<file path="src/rtl/uart_pkg.sv">
// Shared UART types and constants used by the TX arbiter.
package uart_pkg;

  // One requester per core in the dual-core SoC.
  localparam int unsigned UART_ARB_NUM_REQ = 2;

  typedef enum logic [0:0] {
    ARB_IDLE   = 1'b0,
    ARB_LOCKED = 1'b1
  } uart_arb_state_e;

endpackage

</file>
<file path="src/rtl/uart_arb_rr_sel.sv">
// Combinational round-robin picker: returns the first requesting index
// found when scanning rr_ptr+1, rr_ptr+2, ... modulo NUM_REQ.
module uart_arb_rr_sel
  import uart_pkg::*;
#(
  parameter int unsigned NUM_REQ = UART_ARB_NUM_REQ,
  parameter int unsigned IDX_W   = (NUM_REQ > 1) ? $clog2(NUM_REQ) : 1
) (
  input  logic [NUM_REQ-1:0] req_i,
  input  logic [IDX_W-1:0]   rr_ptr_i,
  output logic [IDX_W-1:0]   idx_o,
  output logic               found_o
);

  logic [IDX_W-1:0] cand;

  // Scan starts just after the last served index so it ends up lowest priority.
  always_comb begin
    idx_o   = '0;
    found_o = 1'b0;
    cand    = '0;
    for (int unsigned k = 1; k <= NUM_REQ; k++) begin
      cand = IDX_W'((32'(rr_ptr_i) + k) % NUM_REQ);
      if (!found_o && req_i[cand]) begin
        found_o = 1'b1;
        idx_o   = cand;
      end
    end
  end

endmodule

</file>
<file path="src/rtl/uart_tx_arbiter.sv">
// Shares the UART TX FIFO push port between NUM_REQ byte streams.
// A winner keeps the port until it pushes a byte flagged last, so
// messages from different requesters never interleave.
// Optional feature macro: UART_ARB_TIMEOUT_EN (forced release of an idle lock).
//
// state      | meaning
// -----------+------------------------------------------------------------
// ARB_IDLE   | no owner; outputs quiet; arbitrate among valid requesters
// ARB_LOCKED | owner_q passes straight through to the FIFO until last/flush
module uart_tx_arbiter
  import uart_pkg::*;
#(
  parameter int unsigned NUM_REQ        = UART_ARB_NUM_REQ,
  parameter int unsigned DATA_W         = 8,
  parameter int unsigned TIMEOUT_CYCLES = 1024
) (
  input  logic                      clk_i,
  input  logic                      arst_ni,
  input  logic [NUM_REQ-1:0]        req_valid_i,
  input  logic [NUM_REQ*DATA_W-1:0] req_data_i,
  input  logic [NUM_REQ-1:0]        req_last_i,
  output logic [NUM_REQ-1:0]        req_ready_o,
  output logic                      fifo_valid_o,
  output logic [DATA_W-1:0]         fifo_data_o,
  input  logic                      fifo_ready_i,
  input  logic                      flush_i,
  output logic [NUM_REQ-1:0]        grant_o,
  output logic                      busy_o,
  output logic                      timeout_o
);

  localparam int unsigned IDX_W = (NUM_REQ > 1) ? $clog2(NUM_REQ) : 1;

  uart_arb_state_e  state_q, state_d;
  logic [IDX_W-1:0] owner_q, owner_d;
  logic [IDX_W-1:0] rr_ptr_q, rr_ptr_d;
  logic [IDX_W-1:0] pick_idx;
  logic             pick_found;
  logic             busy;
  logic             owner_valid;
  logic             owner_last;
  logic             xfer;
  logic             timeout;

  uart_arb_rr_sel #(
    .NUM_REQ (NUM_REQ),
    .IDX_W   (IDX_W)
  ) u_rr_sel (
    .req_i    (req_valid_i),
    .rr_ptr_i (rr_ptr_q),
    .idx_o    (pick_idx),
    .found_o  (pick_found)
  );

  assign busy        = (state_q == ARB_LOCKED);
  assign owner_valid = req_valid_i[owner_q];
  assign owner_last  = req_last_i[owner_q];
  assign xfer        = fifo_valid_o & fifo_ready_i;

  // Passthrough from the owner while locked; data forced to zero when not valid.
  always_comb begin
    fifo_valid_o = 1'b0;
    fifo_data_o  = '0;
    req_ready_o  = '0;
    if (busy) begin
      fifo_valid_o         = owner_valid;
      req_ready_o[owner_q] = fifo_ready_i;
      if (owner_valid) begin
        fifo_data_o = req_data_i[owner_q*DATA_W +: DATA_W];
      end
    end
  end

  assign grant_o   = busy ? (NUM_REQ'(1) << owner_q) : '0;
  assign busy_o    = busy;
  assign timeout_o = timeout;

`ifdef UART_ARB_TIMEOUT_EN
  localparam int unsigned CNT_W = $clog2(TIMEOUT_CYCLES) + 1;

  logic [CNT_W-1:0] idle_cnt_q, idle_cnt_d;

  // Idle counter register.
  always_ff @(posedge clk_i or negedge arst_ni) begin
    if (!arst_ni) begin
      idle_cnt_q <= '0;
    end else begin
      idle_cnt_q <= idle_cnt_d;
    end
  end

  // Count only cycles where the owner has nothing to offer; a FIFO stall
  // with the owner valid is not idleness.
  always_comb begin
    idle_cnt_d = idle_cnt_q;
    timeout    = 1'b0;
    if (!busy || xfer) begin
      idle_cnt_d = '0;
    end else if (!owner_valid) begin
      if (idle_cnt_q == CNT_W'(TIMEOUT_CYCLES - 1)) begin
        timeout    = 1'b1;
        idle_cnt_d = '0;
      end else begin
        idle_cnt_d = idle_cnt_q + 1'b1;
      end
    end
  end
`else
  logic unused_timeout_cfg;

  assign timeout            = 1'b0;
  assign unused_timeout_cfg = ^TIMEOUT_CYCLES;
`endif

  // State, owner and round-robin pointer registers.
  always_ff @(posedge clk_i or negedge arst_ni) begin
    if (!arst_ni) begin
      state_q  <= ARB_IDLE;
      owner_q  <= '0;
      rr_ptr_q <= IDX_W'(NUM_REQ - 1);
    end else begin
      state_q  <= state_d;
      owner_q  <= owner_d;
      rr_ptr_q <= rr_ptr_d;
    end
  end

  // Next-state: flush beats a new grant; release records the owner as last served.
  always_comb begin
    state_d  = state_q;
    owner_d  = owner_q;
    rr_ptr_d = rr_ptr_q;
    case (state_q)
      ARB_IDLE: begin
        if (!flush_i && pick_found) begin
          state_d = ARB_LOCKED;
          owner_d = pick_idx;
        end
      end
      ARB_LOCKED: begin
        if (flush_i || (xfer && owner_last) || timeout) begin
          state_d  = ARB_IDLE;
          rr_ptr_d = owner_q;
        end
      end
    endcase
  end

endmodule

</file>
<file path="config.mk">
export PLATFORM = sky130hd
export DESIGN_NAME = uart_tx_arbiter
export DESIGN_NICKNAME = d
export VERILOG_FILES = /design/src/rtl/uart_pkg.sv /design/src/rtl/uart_arb_rr_sel.sv /design/src/rtl/uart_tx_arbiter.sv
export SDC_FILE = /design/constraint.sdc
export NUM_CORES = 1
export LEC_CHECK = 0
export ABC_AREA = 1
export CAP_MARGIN = 20
export CELL_PAD_IN_SITES_DETAIL_PLACEMENT = 0
export CELL_PAD_IN_SITES_GLOBAL_PLACEMENT = 1
export CORE_MARGIN = 2
export CORE_UTILIZATION = 16
export CTS_CLUSTER_DIAMETER = 60
export DETAILED_ROUTE_END_ITERATION = 12
export GPL_TIMING_DRIVEN = 0
export PLACE_DENSITY = 0.79
export SETUP_SLACK_MARGIN = 0.4
export SLEW_MARGIN = 30
export SYNTH_ARGS = -nofsm -noshare
export SYNTH_HDL_FRONTEND = slang
export SYNTH_SLANG_ARGS = --single-unit
</file>
<file path="constraint.sdc">
create_clock -name clk_i -period 1.74 [get_ports clk_i]
set_input_delay 0.348 -clock clk_i [delete_from_list [all_inputs] [get_ports clk_i]]
set_output_delay 0.348 -clock clk_i [all_outputs]
set_load 0.02 [all_outputs]
</file>
Word-level counts from Yosys, hierarchy flattened
Cells that the tools add are included.
{ "word_totals": {"word_cells": 45, "output_inout_bits": 15, "inputBits": 24, "regBits": 3} }
{ "op_classes": {"n_shift": 2, "order_cmp": 4, "bitwise": 3, "n_addsub": 2, "n_reduce_logical": 9, "muxes": 22} }
{ "op_table": {"columns": ["operator", "n"], "rows": [
  ["two-way mux 1 bit", 16],
  ["two-way mux 8 bit", 2],
  ["variable part select 16 x 5 -> 8 bit", 1],
  ["less-than comparator 1 x 2 -> 1 bit (second input constant)", 3],
  ["logical AND 1 bit", 4],
  ["two-way mux 2 bit", 2],
  ["AND reduction 2 bit", 2],
  ["adder 1 bit (second input constant)", 2],
  ["bitwise AND 2 bit", 1],
  ["zero test 1 bit", 2],
  ["one-hot mux 1 bit (2 select lines)", 1],
  ["left shift 1 x 1 -> 2 bit (first input constant)", 1],
  ["bitwise AND 1 bit", 1],
  ["demux 1 bit (select 1 bit)", 1],
  ["greater-or-equal comparator 1 bit (second input constant)", 1],
  ["logical OR 1 bit", 1],
  ["inverter 1 bit", 1]
]} }

Longest topological paths before layout
{ "depth": {"ltp_word": 10, "depth_mapped": 9, "depth_no_buf": 8} }

Cells and area by module
Synthesis repeated with hierarchy kept, for this count alone.
{ "unflattened": {"hier_cells": 60, "hier_area_um2": 334.1} }
{ "modules_own_cells": {"columns": ["mod", "seq_area_each_um2", "cells_per_inst", "instances", "area_each_um2"], "rows": [
  ["uart_tx_arbiter", 76.3, 57, 1, 319.1],
  ["uart_arb_rr_sel", 0.0, 3, 1, 15.0]
]} }

Worst setup path after synthesis
OpenSTA, ideal clock, no wires.
{ "synth_timing": {"kind": "register to output", "start": "reg state_q (netlist: busy_o)", "end": "out fifo_data_o[0]", "setup_slack_ns": 0.136, "path_stages_with_launch": 5, "path_buffers": 0, "arrival_ns": 1.256, "t_required_ns": 1.392, "path_cell_list": "dfrtp_1 > nand3_1 > nand2_2 > inv_2 > a21oi_1"} }
{ "synth_via": {"elab_chain_cells": 1} }
{ "synth_lines": {"columns": ["item", "line", "text"], "rows": [
  ["from (decl)", "uart_tx_arbiter.sv:34", "uart_arb_state_e state_q, state_d;"],
  ["from (signal assigned)", "uart_tx_arbiter.sv:122", "state_q <= state_d;"],
  ["two-way mux 8 bit", "uart_tx_arbiter.sv:65", "if (busy) begin"],
  ["to (decl)", "uart_tx_arbiter.sv:24", "output logic [DATA_W-1:0] fifo_data_o,"]
]} }
Every way passes these cells.

Final worst setup path
{ "layout_timing": {"start": "reg owner_q", "end": "out fifo_data_o[3]"} }
{ "layout_via": {"elab_chain_cells": 4, "elab_cells_between_ends": 5, "cone_classes": "1 x shift; 4 x mux"} }
{ "layout_lines": {"columns": ["item", "line", "text"], "rows": [
  ["from (decl)", "uart_tx_arbiter.sv:35", "logic [IDX_W-1:0] owner_q, owner_d;"],
  ["from (signal assigned)", "uart_tx_arbiter.sv:123", "owner_q <= owner_d;"],
  ["parallel branches: the longest is 2 deep, another holds variable part select 16 x 5 -> 8 bit", null, null],
  ["two-way mux 8 bit (*)", "uart_tx_arbiter.sv:68", "if (owner_valid) begin"],
  ["two-way mux 8 bit (*)", "uart_tx_arbiter.sv:65", null]
]} }
Every way passes the cells marked *. The select of a mux whose other input is x is not followed.

==> impl_metrics.tcl <==
set metrics [dict create \
    seqCellArea_um2 77.6 \
    crit_arrival_ps 1250 \
    vias_per_cell 4.17 \
    synth_top_area_cell "nand2_1" \
    ys_top_cells_by_area "nand2_1, dfrtp_1, a21oi_1" \
    die_width_um 50.6 \
    postPlaceCellArea_um2 891 \
    start_util 0.174 \
    antenna_found_initial 0 \
    fp.dieH_um 50.6 \
    grt_pass1_wl_mm 2.24 \
    power_leakage_nw 0.412 \
    worstSetupPathType "reg -> out" \
    cp-end-kind "output port" \
    synth_seq_area_share 0.219 \
    synth_edf_count 0 \
    crit_chain "buf_6, inv_8, nand3_4, nand2_8, inv_12, a21oi_4, buf_6" \
    post-route-cell-area_um2 970 \
    synth_flop_cell "dfrtp_1" \
    synthArstFlopShare 1.00 \
    fin_skew_ps 4.46 \
    status "completed" \
    max_freq_ghz 0.624 \
    root_buffer "clkbuf_4" \
    drtAntennaViolNets 0 \
    cts_tree "yes" \
    fin_worst_hold_slack_ps 292 \
    wirelength_mm 1.36 \
    rsz0062_at_grt "yes" \
    slew_viol_final 0 \
    ys_ff_latch 3 \
    multi_input_area_um2 355 \
    drtIter0Drc 10 \
    yosysWarnings 0 \
    clkSlewWorstSetupHoldPaths_ps 30 \
    cts-htree-levels 1 \
    cts_hold_buffers 0 \
    core.rowCount 16 \
    powerDensity_nw_per_um2 852 \
    grt_max_degree 11 \
    power_mw 0.826 \
    cts_buffers 3 \
    finalCoreUtilization 0.484 \
    finalHoldViolCount 0 \
    fin_crit_ps 1600 \
    crit_family "buffers and inverters" \
    nets 130 \
    cts_buffer_depth 2 \
    setup_violations 0 \
    synth_commonest_cells "nand2_1, a21oi_1, inv_1" \
    syn_area_um2 348 \
    critPathSlowestCell "dfrtp_1" \
    grt_pass1_vias 519 \
    hp-class "in -> async" \
    drv_cap 0 \
    ir_drop_uv 448 \
    post-dp-hpwl_mm 1.06 \
    wl_per_cell_um 10.3 \
    cpPeakStageDelay_ps 360 \
    rrSetupSlack_ps 520 \
    core-area_um2 2000 \
    grt-ovfl-total 0 \
    avgSynthCellArea_um2 5.80 \
    r2r_cells 8 \
    cp_data_required_time_ps 1390 \
    synth_top_area_frac 0.281 \
    n_fill_cell 186 \
    grt_usage 0.112 \
    syn2layout_area_growth_pct 179 \
    drc_errors 0 \
    drive_above_1_share 0.429 \
    gp_congestion 0.780 \
    cp-start-kind "flip-flop" \
    yosys.cell_types.count 19 \
    synthCells 60 \
    n_antenna_cell 0 \
    dieArea_um2 2560 \
    io_pins 39 \
    syn-num-nets 84 \
    cp_common_cell "buf_6" \
    setup_slack_ps 137 \
    dr.pass1.iters 4 \
    cp_num_cells 7 \
    post-place-ws_ps -530 \
    route.vias.total 551 \
    clkSinkCount 3 \
    port-buffer-count 37 \
    crit_buf_inv 4 \
    yosysMostFrequentCell "nand2_1" \
    cp_max_fo 8 \
    clock_latency_ps 240 \
    fin_crit_sh 0.921 \
]
## cells by family after synthesis
logic type,Yosys count,share of synthesized area
buf+inv,9,0.155
simple gates,37,0.468
flops,3,0.219
compound gates,10,0.147
other cells,1,0.0108
## worst reg2reg max path: cells and delay by family, from the launching register on
family          cells  cell delay, ps
flops               1             360
simple gates        4             320
buf+inv             3             330
compound gates      1              80
## sequential cells by signal, summed over array words and instances (netlist names)
register,count
busy_o,1
owner_q,1
rr_ptr_q,1
## where the power goes
group | internal, mW | switching (mW) | leakage, nW
clock network | 0.0860 | 0.0377 | 0.0150
registers | 0.0985 | 0.0191 | 0.0338
logic | 0.265 | 0.320 | 0.364
total | 0.449 | 0.377 | 0.412
## placed cells by master, fill, tap and decap left out, types with 2 or more instances in the layout
| master | netlist | final |
|---|---|---|
| nand2_1 | 26 | 26 |
| clkdlybuf4s50_1 | 0 | 20 |
| buf_6 | 1 | 13 |
| a21oi_4 | 0 | 8 |
| buf_4 | 1 | 6 |
| inv_1 | 4 | 3 |
| clkbuf_4 | 0 | 3 |
| dlygate4sd2_1 | 0 | 3 |
| nand3_2 | 2 | 2 |
## per-stage QoR
stage,instances,TNS [ps]
finish,132,0
floorplan,60,0
global placement,124,-5040
global route,132,0
CTS,132,0
detailed placement,124,-5210
## layer usage
layer  track usage  vias to the layer above  wire length [um]
li1              -                      278                 -
met1         0.124                      245               586
met2         0.191                       26               642
met3        0.0387                        2               121
met4        0.0541                        0                11
met5             0                        -                 0
## timing repair
item / in CTS / in global routing
cloned: 0 / 0
endpoints found under the setup margin: 14 / 13
buffers inserted: 4 / 0
gates resized for setup: 86 / 1
pin swaps: 3 / 0
## final timing paths
check                            endpoint     start
setup / recovery           fifo_data_o[3]   owner_q
hold / removal                    owner_q   arst_ni
max in group asynchronous        rr_ptr_q   arst_ni
hold reg to reg                  rr_ptr_q  rr_ptr_q
setup reg to reg                   busy_o   owner_q
min in group clk_i               rr_ptr_q  rr_ptr_q
## area by class of cell
| type | instances | share of cell area |
|---|---|---|
| inverters | 6 | 0.0439 |
| clock buffers | 4 | 0.0271 |
| plain buffers | 3 | 0.0310 |
| flip-flops and latches | 3 | 0.0800 |
| repair buffers | 41 | 0.417 |
| well taps | 27 | 0.0348 |
| multi-input cells | 48 | 0.366 |
(Power assumes the default switching activity.)
